`src/rtl/add_sub_chunked_pkg.sv`:
```
// Shared types and constants for the chunked add/subtract unit.
package add_sub_chunked_pkg;

  typedef enum logic [1:0] {
    IDLE = 2'd0,
    RUN  = 2'd1,
    DONE = 2'd2
  } state_t;

  localparam logic OP_ADD = 1'b0;
  localparam logic OP_SUB = 1'b1;

endpackage

```
`src/rtl/add_sub_chunked_if.sv`:
```
// Operand/result bus of the chunked add/subtract unit with start/busy/done handshake.
interface add_sub_chunked_if #(
  parameter int unsigned WIDTH = 8
);
  logic             enable;
  logic             start;
  logic             sub;
  logic             cIn;
  logic [WIDTH-1:0] dIn0;
  logic [WIDTH-1:0] dIn1;
  logic             busy;
  logic             done;
  logic [WIDTH-1:0] dOut;
  logic             cOut;
  logic             overflow;
  logic             zero;

  modport master (
    output enable, start, sub, cIn, dIn0, dIn1,
    input  busy, done, dOut, cOut, overflow, zero
  );

  modport slave (
    input  enable, start, sub, cIn, dIn0, dIn1,
    output busy, done, dOut, cOut, overflow, zero
  );
endinterface

```
`src/rtl/add_sub_chunked_chunk_adder.sv`:
```
// CHUNK-bit ripple adder slice; also exposes the carry into its top bit for overflow detection.
module chunk_adder #(
  parameter int unsigned CHUNK = 2
) (
  input  logic [CHUNK-1:0] a,
  input  logic [CHUNK-1:0] b,
  input  logic             cIn,
  output logic [CHUNK-1:0] sum,
  output logic             cOut,
  output logic             cMsb
);
  logic [CHUNK:0] carry;

  // Full-adder cell chain
  always_comb begin
    carry    = '0;
    sum      = '0;
    carry[0] = cIn;
    for (int i = 0; i < int'(CHUNK); i++) begin
      sum[i]       = a[i] ^ b[i] ^ carry[i];
      carry[i + 1] = (a[i] & b[i]) | (carry[i] & (a[i] ^ b[i]));
    end
  end

  assign cOut = carry[CHUNK];
  assign cMsb = carry[CHUNK-1];

endmodule

```
`src/rtl/add_sub_chunked.sv`:
```
// Multi-cycle add/subtract: WIDTH-bit operands processed CHUNK bits per clock, LSB chunk first,
// with a registered carry between chunks and registered result/flags gated by enable.
module add_sub_chunked
  import add_sub_chunked_pkg::*;
#(
  parameter int unsigned WIDTH = 8,
  parameter int unsigned CHUNK = 2
) (
  input logic              clk,
  input logic              rstN,
  add_sub_chunked_if.slave bus
);
  localparam int unsigned N     = WIDTH / CHUNK;
  localparam int unsigned CNT_W = (N > 1) ? $clog2(N) : 1;

  state_t             state;
  state_t             stateNext;
  logic               accept;
  logic               step;
  logic               finish;

  logic [CNT_W-1:0]   cnt;
  logic               carry;
  logic               opSub;
  logic [WIDTH-1:0]   aSh;
  logic [WIDTH-1:0]   bSh;
  logic [WIDTH-1:0]   resSh;
  logic [WIDTH-1:0]   resNext;

  logic [CHUNK-1:0]   sumChunk;
  logic               chunkCout;
  logic               chunkCmsb;

  logic [WIDTH-1:0]   dOutQ;
  logic               cOutQ;
  logic               overflowQ;
  logic               zeroQ;

  chunk_adder #(.CHUNK(CHUNK)) u_chunkAdder (
    .a    (aSh[CHUNK-1:0]),
    .b    (bSh[CHUNK-1:0]),
    .cIn  (carry),
    .sum  (sumChunk),
    .cOut (chunkCout),
    .cMsb (chunkCmsb)
  );

  // Sum chunks enter at the top and shift down, so after N steps chunk k sits at k*CHUNK
  assign resNext = (resSh >> CHUNK) | (WIDTH'(sumChunk) << (WIDTH - CHUNK));

  always_ff @(posedge clk or negedge rstN) begin
    if (!rstN) state <= IDLE;
    else       state <= stateNext;
  end

  // Next state and per-cycle control; everything holds while enable is low
  always_comb begin
    stateNext = state;
    accept    = 1'b0;
    step      = 1'b0;
    finish    = 1'b0;
    if (bus.enable) begin
      case (state)
        IDLE: begin
          if (bus.start) begin
            accept    = 1'b1;
            stateNext = RUN;
          end
        end
        RUN: begin
          step = 1'b1;
          if (cnt == CNT_W'(N - 1)) begin
            finish    = 1'b1;
            stateNext = DONE;
          end
        end
        DONE: begin
          if (bus.start) begin
            accept    = 1'b1;
            stateNext = RUN;
          end else begin
            stateNext = IDLE;
          end
        end
        default: stateNext = IDLE;
      endcase
    end
  end

  // Operand capture, chunk stepping and result/flag latching
  always_ff @(posedge clk or negedge rstN) begin
    if (!rstN) begin
      cnt       <= '0;
      carry     <= 1'b0;
      opSub     <= 1'b0;
      aSh       <= '0;
      bSh       <= '0;
      resSh     <= '0;
      dOutQ     <= '0;
      cOutQ     <= 1'b0;
      overflowQ <= 1'b0;
      zeroQ     <= 1'b0;
    end else if (accept) begin
      cnt   <= '0;
      carry <= bus.cIn ^ bus.sub;
      opSub <= bus.sub;
      aSh   <= bus.dIn0;
      bSh   <= (bus.sub == OP_SUB) ? ~bus.dIn1 : bus.dIn1;
      resSh <= '0;
    end else if (step) begin
      aSh   <= aSh >> CHUNK;
      bSh   <= bSh >> CHUNK;
      carry <= chunkCout;
      resSh <= resNext;
      cnt   <= finish ? '0 : cnt + CNT_W'(1);
      if (finish) begin
        dOutQ     <= resNext;
        cOutQ     <= chunkCout ^ opSub;
        overflowQ <= chunkCmsb ^ chunkCout;
        zeroQ     <= (resNext == '0);
      end
    end
  end

  assign bus.busy     = (state == RUN);
  assign bus.done     = (state == DONE) & bus.enable;
  assign bus.dOut     = dOutQ & {WIDTH{bus.enable}};
  assign bus.cOut     = cOutQ & bus.enable;
  assign bus.overflow = overflowQ & bus.enable;
  assign bus.zero     = zeroQ & bus.enable;

endmodule
```
`src/flat_wrapper.sv`:
```
// flat-port wrapper written by rule: the top's interface ports become plain ports
module add_sub_chunked_flat import add_sub_chunked_pkg::*;
#(
  parameter int unsigned WIDTH = 8,
  parameter int unsigned CHUNK = 2
)
  (clk, rstN, bus_enable, bus_start, bus_sub, bus_cIn, bus_dIn0, bus_dIn1, bus_busy, bus_done, bus_dOut, bus_cOut, bus_overflow, bus_zero);
  add_sub_chunked_if #(.WIDTH(WIDTH)) bus_i ();
  input logic clk;
  input logic rstN;
  input wire logic [$bits(bus_i.enable)-1:0] bus_enable;
  input wire logic [$bits(bus_i.start)-1:0] bus_start;
  input wire logic [$bits(bus_i.sub)-1:0] bus_sub;
  input wire logic [$bits(bus_i.cIn)-1:0] bus_cIn;
  input wire logic [$bits(bus_i.dIn0)-1:0] bus_dIn0;
  input wire logic [$bits(bus_i.dIn1)-1:0] bus_dIn1;
  output wire logic [$bits(bus_i.busy)-1:0] bus_busy;
  output wire logic [$bits(bus_i.done)-1:0] bus_done;
  output wire logic [$bits(bus_i.dOut)-1:0] bus_dOut;
  output wire logic [$bits(bus_i.cOut)-1:0] bus_cOut;
  output wire logic [$bits(bus_i.overflow)-1:0] bus_overflow;
  output wire logic [$bits(bus_i.zero)-1:0] bus_zero;
  assign bus_i.enable = bus_enable;
  assign bus_i.start = bus_start;
  assign bus_i.sub = bus_sub;
  assign bus_i.cIn = bus_cIn;
  assign bus_i.dIn0 = bus_dIn0;
  assign bus_i.dIn1 = bus_dIn1;
  assign bus_busy = bus_i.busy;
  assign bus_done = bus_i.done;
  assign bus_dOut = bus_i.dOut;
  assign bus_cOut = bus_i.cOut;
  assign bus_overflow = bus_i.overflow;
  assign bus_zero = bus_i.zero;
  add_sub_chunked #(.WIDTH(WIDTH), .CHUNK(CHUNK)) u_core (.clk(clk), .rstN(rstN), .bus(bus_i));
endmodule
```
`config.mk`:
```
export PLATFORM = sky130hd
export DESIGN_NAME = add_sub_chunked_flat
export DESIGN_NICKNAME = d
export VERILOG_FILES = /design/src/rtl/add_sub_chunked_pkg.sv /design/src/rtl/add_sub_chunked_if.sv /design/src/rtl/add_sub_chunked_chunk_adder.sv /design/src/rtl/add_sub_chunked.sv /design/src/flat_wrapper.sv
export SDC_FILE = /design/constraint.sdc
export NUM_CORES = 1
export LEC_CHECK = 0
export CAP_MARGIN = 10
export CORE_MARGIN = 2
export CORE_UTILIZATION = 50
export DETAILED_ROUTE_END_ITERATION = 16
export HOLD_SLACK_MARGIN = 0.02
export PLACE_DENSITY = 0.77
export SLEW_MARGIN = 20
export SYNTH_ARGS = -nofsm -noshare
export SYNTH_HDL_FRONTEND = slang
export SYNTH_SLANG_ARGS = --single-unit
```
`constraint.sdc`:
```
create_clock -name clk -period 3.05 [get_ports clk]
set_clock_uncertainty 0.05 [all_clocks]
set_input_delay 0.915 -clock clk [delete_from_list [all_inputs] [get_ports clk]]
set_output_delay 0.915 -clock clk [all_outputs]
set_load 0.05 [all_outputs]
```
==> metrics.yaml <==
synthesis:
  synthCells: 170
  synth-main-ff-cell: "dfrtp_1"
  ys_ff_latch: 39
  yosys_warnings: 0
  synth_top_area_share: 0.506
  syn_avg_cell_area_um2: 11.3
  synth.area.top_cells: "dfrtp_1 51%, mux2i_1 4.7%, o21ai_0 4.2%"
  synth-edff-count: 0
  synth.net_count: 195
  synth_common_cells: "39 x dfrtp_1, 16 x o21ai_0, 13 x nand2_1, 11 x and2_1"
  ys_types: 34
  ys_seq_area_frac: 0.506
  synthArstFlopShare: 1.00
  yosysMostFrequentCell: "dfrtp_1"
  netlist_area_mm2: 0.00193
  synth_top_area_cell: "dfrtp_1"
finish:
  layout.nets: 231
  antennaDiodeCount: 0
  area_growth_pct: 29.6
  drive_gt1_frac: 0.174
sta:
  maxSlewHeadroom: 0.442
  finalHoldViolations: 0
  post-route-period-util: 0.937
  slew_viol_final: 0
  finalSetupTns_ps: 0
  max_freq_ghz: 0.350
  final-setup-viol-count: 0
  worst_slew_pin_slew_ps: 837
  grt_setup_unrepaired: "no"
  finalCriticalPeriod_ps: 2860
setup_path:
  rrSetupSlack_ps: 980
  worst_r2r_startpoint: "u_core.bSh[0]$_DFFE_PN0P_"
  end_kind: "output port"
  regToRegEndpoint: "u_core.zeroQ$_DFFE_PN0P_"
  crit_path_start_kind: "input pin"
  reg2regPathDepth: 6
  arrival_ps: 1890
  path_class: "input pin to output port"
  cp_max_fo: 11
  crit_required_ps: 2080
cts:
  hold_buffers: 0
  cts_resized: 0
  clk_pin_slew_ps: 70
  post_cts_buffers: 0
  cts-root-buf: "clkbuf_8"
  cts_buffers: 5
  cts_buffer_depth: 2
  htreeDepth: 2
  cts_sinks: 39
  cts_tree: "yes"
  clkLatencyLatePin_ps: 290
global_route:
  first_global_vias: 1439
  grt_max_degree: 40
  antenna_found_initial: 0
  groute.usage.overall: 0.190
  grt.overflow.total: 0
  grt_pass1_wl_um: 6230
placement:
  dpl.hpwl_um: 2560
  place.gp.congestion: 0.790
  portBuffers: 34
drt:
  totalWireLength_um: 3520
  drc: 0
  ant_nets: 0
  vias: 1391
  drt_iter0_markers: 33
  avgRoutedWirePerCell_um: 13.8
  vias_per_cell: 5.45
  first_pass_iters: 4
min_path:
  worstHoldPathType: "register to register"
  hp-start: "u_core.zeroQ$_DFFE_PN0P_"
  worstHoldPathCells: 2
  hold_end: "u_core.zeroQ$_DFFE_PN0P_"
job:
  maxCapViolations: 0
floorplanning:
  dieArea_mm2: 0.00437
  core_area_mm2: 0.00369
  io_pins: 35
  initial_core_util: 0.523
  rows: 22
  dieHeight_um: 66.1
  chipWidth_um: 66.1
power:
  irDropWorstVdd_v: 0.000378
  p_per_area_mw_per_mm2: 861
  p_leak_uw: 0.00112
  finalPower_uw: 2150
status:
  outcome: "complete, no violations"
[registers in the layout, summed over array words and instances, names as in the netlist]
| register | count |
|---|---|
| u_core.resSh | 6 |
| u_core.bSh | 8 |
| u_core.dOutQ | 8 |
| u_core.cnt | 2 |
| u_core.cOutQ | 1 |
| u_core.aSh | 8 |
| u_core.opSub | 1 |
| u_core.carry | 1 |
| u_core.state | 2 |
| u_core.overflowQ | 1 |
| u_core.zeroQ | 1 |
[placed cells by master (no fill, tap or decap), drive strengths merged, types with 2 or more instances in the layout]
cell	count
mux2i	9
and2	11
clkdlybuf4s50	21
xnor2	3
and3b	2
mux2	6
buf	20
a22o	8
o21ai	16
a221o	3
xor2	9
nand2b	2
inv	7
nand3	9
nand2	13
nor2	4
nor4b	2
fa	2
clkbuf	6
nor3	2
dfrtp	39
nand3b	2
[worst max-delay path by stage]
stage / from / to / slack [ps] / cells after the start
2_1_floorplan: bus_enable / bus_done / 410 / 2
4_1_cts: bus_enable / bus_dOut[5] / 170 / 4
3_5_place_dp: bus_enable / bus_dOut[5] / 170 / 4
5_1_grt: bus_enable / bus_zero / 110 / 4
3_3_place_gp: bus_enable / bus_dOut[3] / 200 / 4
6_report: bus_enable / bus_dOut[7] / 190 / 4
[routing by layer]
layer,GRT usage,vias to the layer above,routed length [µm]
met1,0.211,688,1450
met3,0.0375,8,154
met2,0.346,35,1860
met5,0,-,0
met4,0.0867,0,58
li1,-,660,-
[report_power, final]
part	leakage, µW	switching [µW]	internal (µW)
clock network	0.0000412	181	160
logic	0.000570	483	467
registers	0.000510	136	725
[area by class of cell]
class	instances	area, µm²
Clock buffer	6	72.6
Sequential cell	39	976
Tap cell	48	60.1
Clock inverter	2	12.5
Timing Repair Buffer	41	520
Multi-Input combinational cell	112	831
Fill cell	297	1190
Inverter	7	26.3
[through the flow]
step	hold WS, ps	utilization	cell area, µm²	cells	setup slack, ps
2_1_floorplan	392	-	1930	170	408
3_3_place_gp	406	0.654	2410	247	202
3_5_place_dp	417	0.654	2410	247	170
4_1_cts	434	0.677	2500	255	170
5_1_grt	455	0.677	2500	255	115
6_report	432	0.677	2500	255	191
[cell families (layout without fill, tap and decap cells)]
kind of cell	after synthesis	after routing	synth area share
compound gates	31	31	0.108
simple gates	51	51	0.156
xor+xnor	12	12	0.0545
flops	39	39	0.506
mux	15	15	0.0818
fa+ha+maj	3	3	0.0273
buf+inv	19	56	0.0655
[worst max-delay path, cell delays in order]
cell	delay [ps]
clkdlybuf4s50_1	490
buf_4	160
and2_1	180
buf_12	150
Power figures use the tool's default switching activity.
